--- src/rtl/reg_file_if.sv ---
// Register-file port bundle: two read ports, one writeback port, HI readout.
// The datapath side (decode/ALU) is master; the register file is slave.
interface reg_file_if #(
    parameter int DATA_W = 16,
    parameter int ADDR_W = 5
);
    logic [ADDR_W-1:0]   rs_addr;
    logic [ADDR_W-1:0]   rt_addr;
    logic [ADDR_W-1:0]   rd_addr;
    logic                wr_en;
    logic                hi_wr_en;
    logic [2*DATA_W-1:0] wr_data;
    logic [DATA_W-1:0]   rd_data_a;
    logic [DATA_W-1:0]   rd_data_b;
    logic [DATA_W-1:0]   hi_data;

    modport master (
        output rs_addr,
        output rt_addr,
        output rd_addr,
        output wr_en,
        output hi_wr_en,
        output wr_data,
        input  rd_data_a,
        input  rd_data_b,
        input  hi_data
    );

    modport slave (
        input  rs_addr,
        input  rt_addr,
        input  rd_addr,
        input  wr_en,
        input  hi_wr_en,
        input  wr_data,
        output rd_data_a,
        output rd_data_b,
        output hi_data
    );
endinterface

--- src/rtl/reg_file.sv ---
// Architectural GPR file with HI register: two async reads, one clocked write.
// GPR0 is hardwired zero; the upper half of the writeback can be captured in HI.
module reg_file #(
    parameter int DATA_W   = 16,
    parameter int NUM_REGS = 32,
    parameter int ADDR_W   = 5
) (
    input  logic       clk,
    input  logic       reset,
    reg_file_if.slave  bus
);
    logic [DATA_W-1:0] gpr [NUM_REGS];
    logic [DATA_W-1:0] hi;
    logic              armed;
    logic              gpr_we;
    logic              hi_we;

    // armed stays low for the first edge after reset release, so a write
    // presented on the releasing edge is never taken, whatever the ordering.
    assign gpr_we = armed & bus.wr_en & (bus.rd_addr != '0);
    assign hi_we  = armed & bus.hi_wr_en;

    always_ff @(posedge clk or posedge reset) begin
        if (reset) begin
            for (int i = 0; i < NUM_REGS; i++) begin
                gpr[i] <= '0;
            end
            hi    <= '0;
            armed <= 1'b0;
        end else begin
            armed <= 1'b1;
            if (gpr_we) begin
                gpr[bus.rd_addr] <= bus.wr_data[DATA_W-1:0];
            end
            if (hi_we) begin
                hi <= bus.wr_data[2*DATA_W-1:DATA_W];
            end
        end
    end

    // No write bypass: reads see stored state only, breaking the ALU loop.
    assign bus.rd_data_a = (bus.rs_addr == '0) ? '0 : gpr[bus.rs_addr];
    assign bus.rd_data_b = (bus.rt_addr == '0) ? '0 : gpr[bus.rt_addr];
    assign bus.hi_data   = hi;
endmodule
--- src/flat_wrapper.sv ---
// flat-port wrapper written by rule: the top's interface ports become plain ports
module reg_file_flat 
#(
    parameter int DATA_W   = 16,
    parameter int NUM_REGS = 32,
    parameter int ADDR_W   = 5
)
  (clk, reset, bus_rs_addr, bus_rt_addr, bus_rd_addr, bus_wr_en, bus_hi_wr_en, bus_wr_data, bus_rd_data_a, bus_rd_data_b, bus_hi_data);
  reg_file_if #(.DATA_W(DATA_W), .ADDR_W(ADDR_W)) bus_i ();
  input  logic clk;
  input  logic reset;
  input wire logic [$bits(bus_i.rs_addr)-1:0] bus_rs_addr;
  input wire logic [$bits(bus_i.rt_addr)-1:0] bus_rt_addr;
  input wire logic [$bits(bus_i.rd_addr)-1:0] bus_rd_addr;
  input wire logic [$bits(bus_i.wr_en)-1:0] bus_wr_en;
  input wire logic [$bits(bus_i.hi_wr_en)-1:0] bus_hi_wr_en;
  input wire logic [$bits(bus_i.wr_data)-1:0] bus_wr_data;
  output wire logic [$bits(bus_i.rd_data_a)-1:0] bus_rd_data_a;
  output wire logic [$bits(bus_i.rd_data_b)-1:0] bus_rd_data_b;
  output wire logic [$bits(bus_i.hi_data)-1:0] bus_hi_data;
  assign bus_i.rs_addr = bus_rs_addr;
  assign bus_i.rt_addr = bus_rt_addr;
  assign bus_i.rd_addr = bus_rd_addr;
  assign bus_i.wr_en = bus_wr_en;
  assign bus_i.hi_wr_en = bus_hi_wr_en;
  assign bus_i.wr_data = bus_wr_data;
  assign bus_rd_data_a = bus_i.rd_data_a;
  assign bus_rd_data_b = bus_i.rd_data_b;
  assign bus_hi_data = bus_i.hi_data;
  reg_file #(.DATA_W(DATA_W), .NUM_REGS(NUM_REGS), .ADDR_W(ADDR_W)) u_core (.clk(clk), .reset(reset), .bus(bus_i));
endmodule
--- config.mk ---
export PLATFORM = sky130hd
export DESIGN_NAME = reg_file_flat
export DESIGN_NICKNAME = d
export VERILOG_FILES = /design/src/rtl/reg_file_if.sv /design/src/rtl/reg_file.sv /design/src/flat_wrapper.sv
export SDC_FILE = /design/constraint.sdc
export NUM_CORES = 1
export LEC_CHECK = 0
export ABC_AREA = 1
export BUFFER_PORTS_ARGS = -buffer_cell sky130_fd_sc_hd__buf_2
export CORE_MARGIN = 4
export CORE_UTILIZATION = 55
export CTS_CLUSTER_DIAMETER = 120
export CTS_CLUSTER_SIZE = 30
export DETAILED_ROUTE_END_ITERATION = 12
export GPL_ROUTABILITY_DRIVEN = 0
export PLACE_DENSITY = 0.72
export SETUP_SLACK_MARGIN = 0.5
export SLEW_MARGIN = 5
export SYNTH_ARGS = -nofsm -noshare
export SYNTH_HDL_FRONTEND = slang
export SYNTH_SLANG_ARGS = --single-unit
--- constraint.sdc ---
create_clock -name clk -period 22.6 [get_ports clk]
set_clock_uncertainty 0.05 [all_clocks]
set_input_delay 5.65 -clock clk [delete_from_list [all_inputs] [get_ports clk]]
set_output_delay 5.65 -clock clk [all_outputs]
set_load 0.005 [all_outputs]
# Word level (Yosys, flattened, before mapping)
# Cells that the tools add are included.
dict set report totals {
  register_bits 529
}
dict set report classes {
  magnitude_cmp 4
  muxes 11
  bitwise 6
  reduce_logical 4
}
# operator n
set ops {}
lappend ops {{bitwise mux 512 bit} 1}
lappend ops {{binary-select mux 16 bit (select 5 bit)} 2}
lappend ops {{2-to-1 mux 16 bit} 7}
lappend ops {{demux 16 bit (select 5 bit)} 1}
lappend ops {{>= comparator 6 bit, second input constant} 3}
lappend ops {{inverter 5 -> 6 bit} 3}
lappend ops {{zero test 5 bit} 2}
lappend ops {{< comparator 6 x 1 -> 1 bit, second input constant} 1}
lappend ops {{nonzero test 5 bit} 1}
lappend ops {{AND 1 bit} 3}
lappend ops {{logical AND 1 bit} 1}

# Longest topological paths before layout
# Gate-level depths: netlist of run 1.
dict set report depth {
  depth_word 6
  depth_mapped 12
}

# Worst setup path after synthesis of run 1
# OpenSTA, ideal clock, no wires.
dict set report synth_path {
  path_kind {input to output}
  startpoint {input bus_rt_addr[0]}
  endpoint {output bus_rd_data_b[1]}
  setup_slack_ns 10.197
  arrival_ns 6.703
  n_path_buf 3
  cell_stages 12
  required_time_ns 16.900
  cell_sequence {buf_2 inv_2 buf_2 buf_2 nand2_1 nand3_1 nand3_1 nand2_1 nand2_1 nand3_1 nand2_1 nor2_1}
}
dict set report synth_between {
  elab_chain_len 5
  word_cells_on_any_way 6
}
# element line
set synth_lines {}
lappend synth_lines {{from (decl)} flat_wrapper.sv:13} ;# input wire logic [$bits(bus_i.rt_addr)-1:0] bus_rt_addr;
lappend synth_lines {{inverter 5 -> 6 bit (implied by the code)} reg_file.sv:43} ;# assign bus.rd_data_b = (bus.rt_addr == '0) ? '0 : gpr[bus.rt_addr];
lappend synth_lines {{binary-select mux 16 bit (select 5 bit)} reg_file.sv:43}
lappend synth_lines {{2-to-1 mux 16 bit (implied by the code) (2 in series)} reg_file.sv:43}
lappend synth_lines {{2-to-1 mux 16 bit *} reg_file.sv:43}
lappend synth_lines {{to (decl)} flat_wrapper.sv:19} ;# output wire logic [$bits(bus_i.rd_data_b)-1:0] bus_rd_data_b;
# Mark *: on every way between the ends. The rest lies on a longest branch, timed or not. The select of a mux whose other input is x is not followed.

# Final worst setup path of run 1
dict set report layout_path {
  startpoint {input bus_rs_addr[0]}
  endpoint {output bus_rd_data_a[11]}
}
dict set report layout_between {
  elab_chain_len 5
  word_cells_on_any_way 6
}
# element line
set layout_lines {}
lappend layout_lines {{from (decl)} flat_wrapper.sv:12} ;# input wire logic [$bits(bus_i.rs_addr)-1:0] bus_rs_addr;
lappend layout_lines {{inverter 5 -> 6 bit (implied by the code)} reg_file.sv:42} ;# assign bus.rd_data_a = (bus.rs_addr == '0) ? '0 : gpr[bus.rs_addr];
lappend layout_lines {{binary-select mux 16 bit (select 5 bit)} reg_file.sv:42}
lappend layout_lines {{2-to-1 mux 16 bit (implied by the code) (2 in series)} reg_file.sv:42}
lappend layout_lines {{2-to-1 mux 16 bit *} reg_file.sv:42}
lappend layout_lines {{to (decl)} flat_wrapper.sv:18} ;# output wire logic [$bits(bus_i.rd_data_a)-1:0] bus_rd_data_a;
# Marked as above.

==> flow_summary.ini, run 1 <==
[final_layout]
layout-drive-gt1-share_pct = 5.259
multiInputGateArea_um2 = 14060
fin_nets = 4063
fillers = 5177
area_growth_pct = 2.437
seq_area_um2 = 13240

[timing]
tightest_slew_ps = 1223
fmax_ghz = 0.06761
rsz0062_at_grt = no
hold_viol = 0
fin_crit_sh_pct = 65.44
setup_violations = 0
layout_min_cycle_time_ps = 14790
fin_tns_setup_ps = 0
drv_slew = 0
slew_headroom_pct = 18.35
hold_ws_ps = 364.5

[placement]
port-buffer-count = 98
dp_hpwl_um = 55500

[floorplanning]
core-area_um2 = 52550
dieArea_um2 = 56860
row_count = 84
die-width_um = 238.5
start_util_pct = 55.59
io-pin-count = 99
die_h_um = 238.5

[worst_setup_path]
start_kind = input pin
cp_num_buf_inv = 4
timing.rr.start = u_core.armed
r2r_cells = 4
crit_path_max_fanout = 144
cp_top_family = buffers and inverters
crit_chain = buf_8 -> inv_8 -> buf_4 -> nand2_1 -> nand3_1 -> nand3_1 -> nand2_1 -> nand2_1 -> nand3_1 -> nand2_1 -> nor2_1 -> buf_2
required_ps = 16900
crit_top_cell = nand2_1
end_kind = primary output
crit_slowest_cell = buf_4
cpPeakStageDelay_ps = 940
rr_endpoint = u_core.gpr[225]
critical_path_class = in2out
crit_end = bus_rd_data_a[11]
path_depth = 12
setup.worst_path.start = bus_rs_addr[0]
crit_arrival_ps = 9090
rrSetupSlack_ps = 19620

[route]
first_iter_violations = 4042
vias_per_cell = 6.094
post_drt_wl_per_cell_um = 21.23
firstDrtPassIters = 6
vias = 28652
ant_nets = 0
wl_um = 99810
drcViolationCount = 0

[grt]
grt_overflow = 0
grt_max_degree = 150
grt_pass1_vias = 26096
grt_usage_pct = 34.39
antenna_found_initial = 0
grt_pass1_wl_um = 154200

[synthesis]
synth.area.top_cells = dfrtp_1 45%, nand2_1 23%, nand3_1 12%, o21ai_0 8.8%, clkbuf_1 2.4%
synth-async-reset-ratio_pct = 100.0
netlist.area_leader.share_pct = 45.32
synth_seq_cells = 529
netlist_area_um2 = 29210
syn_inst = 4217
ys_warn_count = 0
synthDistinctLibCells = 21
synth_commonest_cells = 1757 x nand2_1, 704 x nand3_1, 529 x dfrtp_1
synth.avg_cell_area_um2 = 6.927
yosysTopAreaCell = dfrtp_1
yosysSeqAreaShare_pct = 45.32
synth_ff_type = dfrtp_1
synth_nets = 4268
yosysMostFrequentCell = nand2_1
synth_edf_count = 0

[clock_network]
clkLatencyLatePin_ps = 610
clk_pin_slew_ps = 110
postCtsHoldBufs = 0
clockBufferDepth = 3
cts_resized = 0
cts-root-buf = clkbuf_16
postCtsSetupRepairBufs = 0
numCtsBuffers = 21
ctsHtreeMaxLevel = 1
clock-sinks = 529
cts_tree = done

[pwr]
p_per_area_nw_per_um2 = 68.83
ir_drop_v = 0.00005535
power_frac_comb_pct = 20.4
pwr-share-clk_pct = 23.3
switching_share_pct = 33.01
internal_power_mw = 1.380
p_sw_mw = 0.6799
leakagePower_nw = 13.92
pwr-share-seq_pct = 56.3

[job]
maxCapViolations = 0

[status]
status = complete, no violations

[worst_hold_path]
hold_path_class = reg2reg
-- sequential cells by signal, indices dropped and copies added (netlist names) --
register,count
u_core.armed,1
u_core.bus.hi_data,16
u_core.gpr,512
-- placed cells by master (no fill, tap or decap) --
cell type / n
nand2_1: 1757
nand3_1: 695
dfrtp_1: 529
o21ai_0: 512
nor2_1: 115
buf_2: 94
a21oi_1: 86
inv_1: 58
buf_4: 52
o21ai_1: 44
clkbuf_16: 21
mux2_2: 16
nand3_2: 9
inv_2: 3
inv_8: 3
diode_2: 2
nor3_4: 2
inv_4: 2
clkinv_1: 2
nor3_1: 2
buf_8: 2
nor2_4: 1
nor4_2: 1
nor2_2: 1
inv_6: 1
clkinv_8: 1
buf_6: 1
buf_12: 1
conb_1: 1
-- worst register-to-register path: cells and delay by family (launching register included) --
| family | cells | cell delay [ps] |
|---|---|---|
| simple gates | 3 | 1860 |
| flops | 1 | 370 |
| compound gates | 1 | 540 |
-- cell type report --
class | count | area share (%)
Clock buffer | 21 | 1.756
Inverter | 68 | 0.9450
Multi-Input combinational cell | 3242 | 47.00
Tap cell | 688 | 2.877
Clock inverter | 2 | 0.08363
Timing Repair Buffer | 150 | 3.082
Antenna cell | 2 | 0.01673
Sequential cell | 529 | 44.24
-- power groups by stage --
stage | sequential [mW] | combinational, mW | clock [mW]
after floorplan | 1.15 | 0.305 | 0
after global placement | 1.17 | 0.403 | 0
after detailed placement | 1.17 | 0.413 | 0
after CTS | 1.16 | 0.414 | 0.483
after global routing | 1.17 | 0.476 | 0.515
final | 1.16 | 0.420 | 0.480
-- layer usage --
layer	global-route usage (%)	up-vias	wire, µm
met3	7.605	245	12330
li1	-	13220	-
met5	0	-	0
met1	49.58	13358	40680
met4	13.05	0	4119
met2	51.24	1829	42670
-- logic make-up (layout without fill, tap and decap cells) --
| logic type | after synthesis | in the layout | share of synthesized area [%] |
|---|---|---|---|
| AO/OA/AOI/OAI | 642 | 642 | 11.00 |
| AND/OR/NAND/NOR | 2583 | 2583 | 36.36 |
| other | 1 | 3 | 0.01284 |
| multiplexers | 16 | 16 | 0.6168 |
| buffers and inverters | 446 | 241 | 6.699 |
| flip-flops | 529 | 529 | 45.32 |
-- how the worst min path moves through the flow --
| stage | start | to | cells after the start |
|---|---|---|---|
| 2_1_floorplan | u_core.gpr[496] | u_core.gpr[496] | 1 |
| 3_3_place_gp | u_core.gpr[496] | u_core.gpr[496] | 0 |
| 3_5_place_dp | u_core.gpr[498] | u_core.gpr[498] | 0 |
| 4_1_cts | u_core.gpr[498] | u_core.gpr[498] | 0 |
| 5_1_grt | u_core.gpr[506] | u_core.gpr[506] | 0 |
| 6_report | u_core.gpr[506] | u_core.gpr[506] | 0 |
-- per-stage QoR --
step           power [mW]  utilization [%]  std cells  instance area [µm²]  setup WS [ps]
6_report            2.060            56.94       4702                29920           7810
5_1_grt             2.166            56.93       4700                29920           7697
4_1_cts             2.052            56.93       4700                29920           8071
3_5_place_dp        1.586            55.89       4677                29370           8085
3_3_place_gp        1.576            55.89       4677                29370           8056
2_1_floorplan       1.457                -       4217                29210           2118
No activity file was read; power rests on OpenSTA's default activity.
==> run 2: changes to the inputs <==
--- a/config.mk
+++ b/config.mk
@@ -5,7 +5,7 @@
 export SDC_FILE = /design/constraint.sdc
 export NUM_CORES = 1
 export LEC_CHECK = 0
-export ABC_AREA = 1
+export ABC_AREA = 0
 export BUFFER_PORTS_ARGS = -buffer_cell sky130_fd_sc_hd__buf_2
 export CORE_MARGIN = 4
 export CORE_UTILIZATION = 55
@@ -13,7 +13,7 @@
 export CTS_CLUSTER_SIZE = 30
 export DETAILED_ROUTE_END_ITERATION = 12
 export GPL_ROUTABILITY_DRIVEN = 0
-export PLACE_DENSITY = 0.72
+export PLACE_DENSITY = 0.75
 export SETUP_SLACK_MARGIN = 0.5
 export SLEW_MARGIN = 5
 export SYNTH_ARGS = -nofsm -noshare
==> constraint.sdc (replaced) <==
create_clock -name clk -period 13.5 [get_ports clk]
set_clock_uncertainty 0.05 [all_clocks]
set_input_delay 3.375 -clock clk [delete_from_list [all_inputs] [get_ports clk]]
set_output_delay 3.375 -clock clk [all_outputs]
set_load 0.005 [all_outputs]
==> flow_summary.ini, run 2 <==
[timing]
drv_slew = 0
setup_violations = 0
slew_headroom_pct = 18.60
rsz0062_at_grt = no
fin_tns_setup_ps = 0
fmax_ghz = 0.1019
hold_ws_ps = 359.3
layout_min_cycle_time_ps = 9813
hold_viol = 0
tightest_slew_ps = 1220
timing.final.ws_setup_ps = 3687
fin_crit_sh_pct = 72.69

[floorplanning]
dieArea_um2 = 54620
io-pin-count = 99
start_util_pct = 55.73
core-area_um2 = 50270
die_h_um = 233.7
die-width_um = 233.7
row_count = 82

[final_layout]
largest_reg_flops = 512
fin_nets = 1882
final_common_cell = mux2_2
fillers = 3894
top_register = u_core.gpr
layout.cells.non_filler = 2503
fin_util_pct = 58.43
final_area_um2 = 29380
layout_common_cells = 534 x mux2_2, 529 x dfrtp_1, 224 x mux4_2
area_growth_pct = 4.845
layout-drive-gt1-share_pct = 52.08

[synthesis]
synth_commonest_cells = 534 x mux2_2, 529 x dfrtp_1, 224 x mux4_2
ys_warn_count = 0
yosysMostFrequentCell = mux2_2
synth.area.top_cells = dfrtp_1 47%, mux2_2 21%, mux4_2 18%, mux2i_1 2.3%, buf_2 1.2%
syn_inst = 1867
synth.avg_cell_area_um2 = 15.01
synth_ff_type = dfrtp_1
yosysTopAreaCell = dfrtp_1
yosysSeqAreaShare_pct = 47.24
synth_nets = 1918
netlist.area_leader.share_pct = 47.24
synthDistinctLibCells = 36
synth-async-reset-ratio_pct = 100.0
synth_seq_cells = 529
netlist_area_um2 = 28020
synth_edf_count = 0

[clock_network]
clk_pin_slew_ps = 110
cts_resized = 0
cts-root-buf = clkbuf_16
ctsHtreeMaxLevel = 1
postCtsHoldBufs = 0
clockBufferDepth = 3
cts_tree = done
clkLatencyLatePin_ps = 580
clock-sinks = 529
numCtsBuffers = 21
postCtsSetupRepairBufs = 0

[pwr]
ir_drop_v = 0.00008983
power.total_mw = 3.378
p_per_area_nw_per_um2 = 115.0
leakagePower_nw = 12.99

[worst_hold_path]
hold_path_class = reg2reg

[worst_setup_path]
timing.rr.start = u_core.armed
setup.worst_path.start = bus_rs_addr[1]
start_kind = input pin
crit_end = bus_rd_data_a[15]
critical_path_class = in2out
required_ps = 10070
crit_path_max_fanout = 48
crit_chain = buf_6 -> buf_4 -> nor2_1 -> buf_4 -> a221oi_1 -> o21ai_0 -> a311oi_1 -> buf_2
cpPeakStageDelay_ps = 740
crit_slowest_cell = buf_4
rr_endpoint = u_core.gpr[451]
r2r_cells = 4
rrSetupSlack_ps = 11000
end_kind = primary output
crit_arrival_ps = 6390
crit_top_cell = buf_4

[route]
drcViolationCount = 0
ant_nets = 0
wl_um = 78320
first_iter_violations = 1911
firstDrtPassIters = 6
post_drt_wl_per_cell_um = 31.29
vias = 17698
vias_per_cell = 7.071

[grt]
grt_pass1_vias = 18293
grt_max_degree = 179
antenna_found_initial = 2
grt_overflow = 0
grt_usage_pct = 28.84
grt_pass1_wl_um = 117900

[job]
maxCapViolations = 0

[status]
status = complete, no violations

[placement]
placed_cells = 2480
place_ws_ps = 3718
dp_hpwl_um = 49020
port-buffer-count = 98
placed_area_um2 = 28830
==> run 2: cell types whose count changed after synthesis, sizes merged, moves of 38 or more <==
cell,change
clkbuf,-98
o21ai,-502
nand3,-696
mux2i,+64
inv,-62
nor2,-92
nand2,-1726
buf,-80
mux4,+224
mux2,+528
a21oi,-86
nor2b,+38
==> run 2: per-layer routing <==
metal,vias up,GRT usage [%],wire [µm]
li1,7102,-,-
met1,9523,39.40,30290
met2,866,45.54,37330
met3,205,6.280,6874
met4,2,11.77,3811
met5,-,0,13
==> run 2: worst max-delay path: cells and delay by family <==
kind                   cells  cell delay (ps)
buffers and inverters      4             1730
AOI/OAI and AO/OA          3             1110
and+or+nand+nor            1               80
==> run 2: cell type report <==
class / count / area, µm² / area share, %
multi-input combinational: 1135 / 13860 / 47.19
clock inverter: 1 / 16.27 / 0.05537
antenna: 1 / 2.502 / 0.008518
tap: 672 / 840.8 / 2.862
inverter: 3 / 15.01 / 0.05111
clock buffer: 21 / 525.5 / 1.789
sequential: 529 / 13240 / 45.06
timing repair buffer: 141 / 875.8 / 2.981
==> run 2: worst min path at each step <==
stage                            endpoint  depth (start not counted)  slack [ps]            start
after floorplan           u_core.gpr[496]                          1         390  u_core.gpr[496]
after global placement    u_core.gpr[501]                          0         330  u_core.gpr[501]
after detailed placement  u_core.gpr[508]                          0         330  u_core.gpr[508]
after CTS                 u_core.gpr[508]                          0         360  u_core.gpr[508]
after global routing      u_core.gpr[508]                          0         370  u_core.gpr[508]
final                     u_core.gpr[498]                          0         360  u_core.gpr[498]
==> run 2: power breakdown <==
part / leakage (nW) / switching, mW / internal (mW)
clock: 0.266 / 0.489 / 0.285
sequential: 7.03 / 0.146 / 1.78
combinational: 5.69 / 0.299 / 0.376
total: 13.0 / 0.934 / 2.44
==> run 2: cell families after synthesis <==
logic type / after synthesis / synth area share (%)
AOI/OAI and AO/OA: 182 / 4.680
buffers and inverters: 203 / 3.403
DFF: 529 / 47.24
muxes: 832 / 42.15
other: 1 / 0.01338
and+or+nand+nor: 120 / 2.505
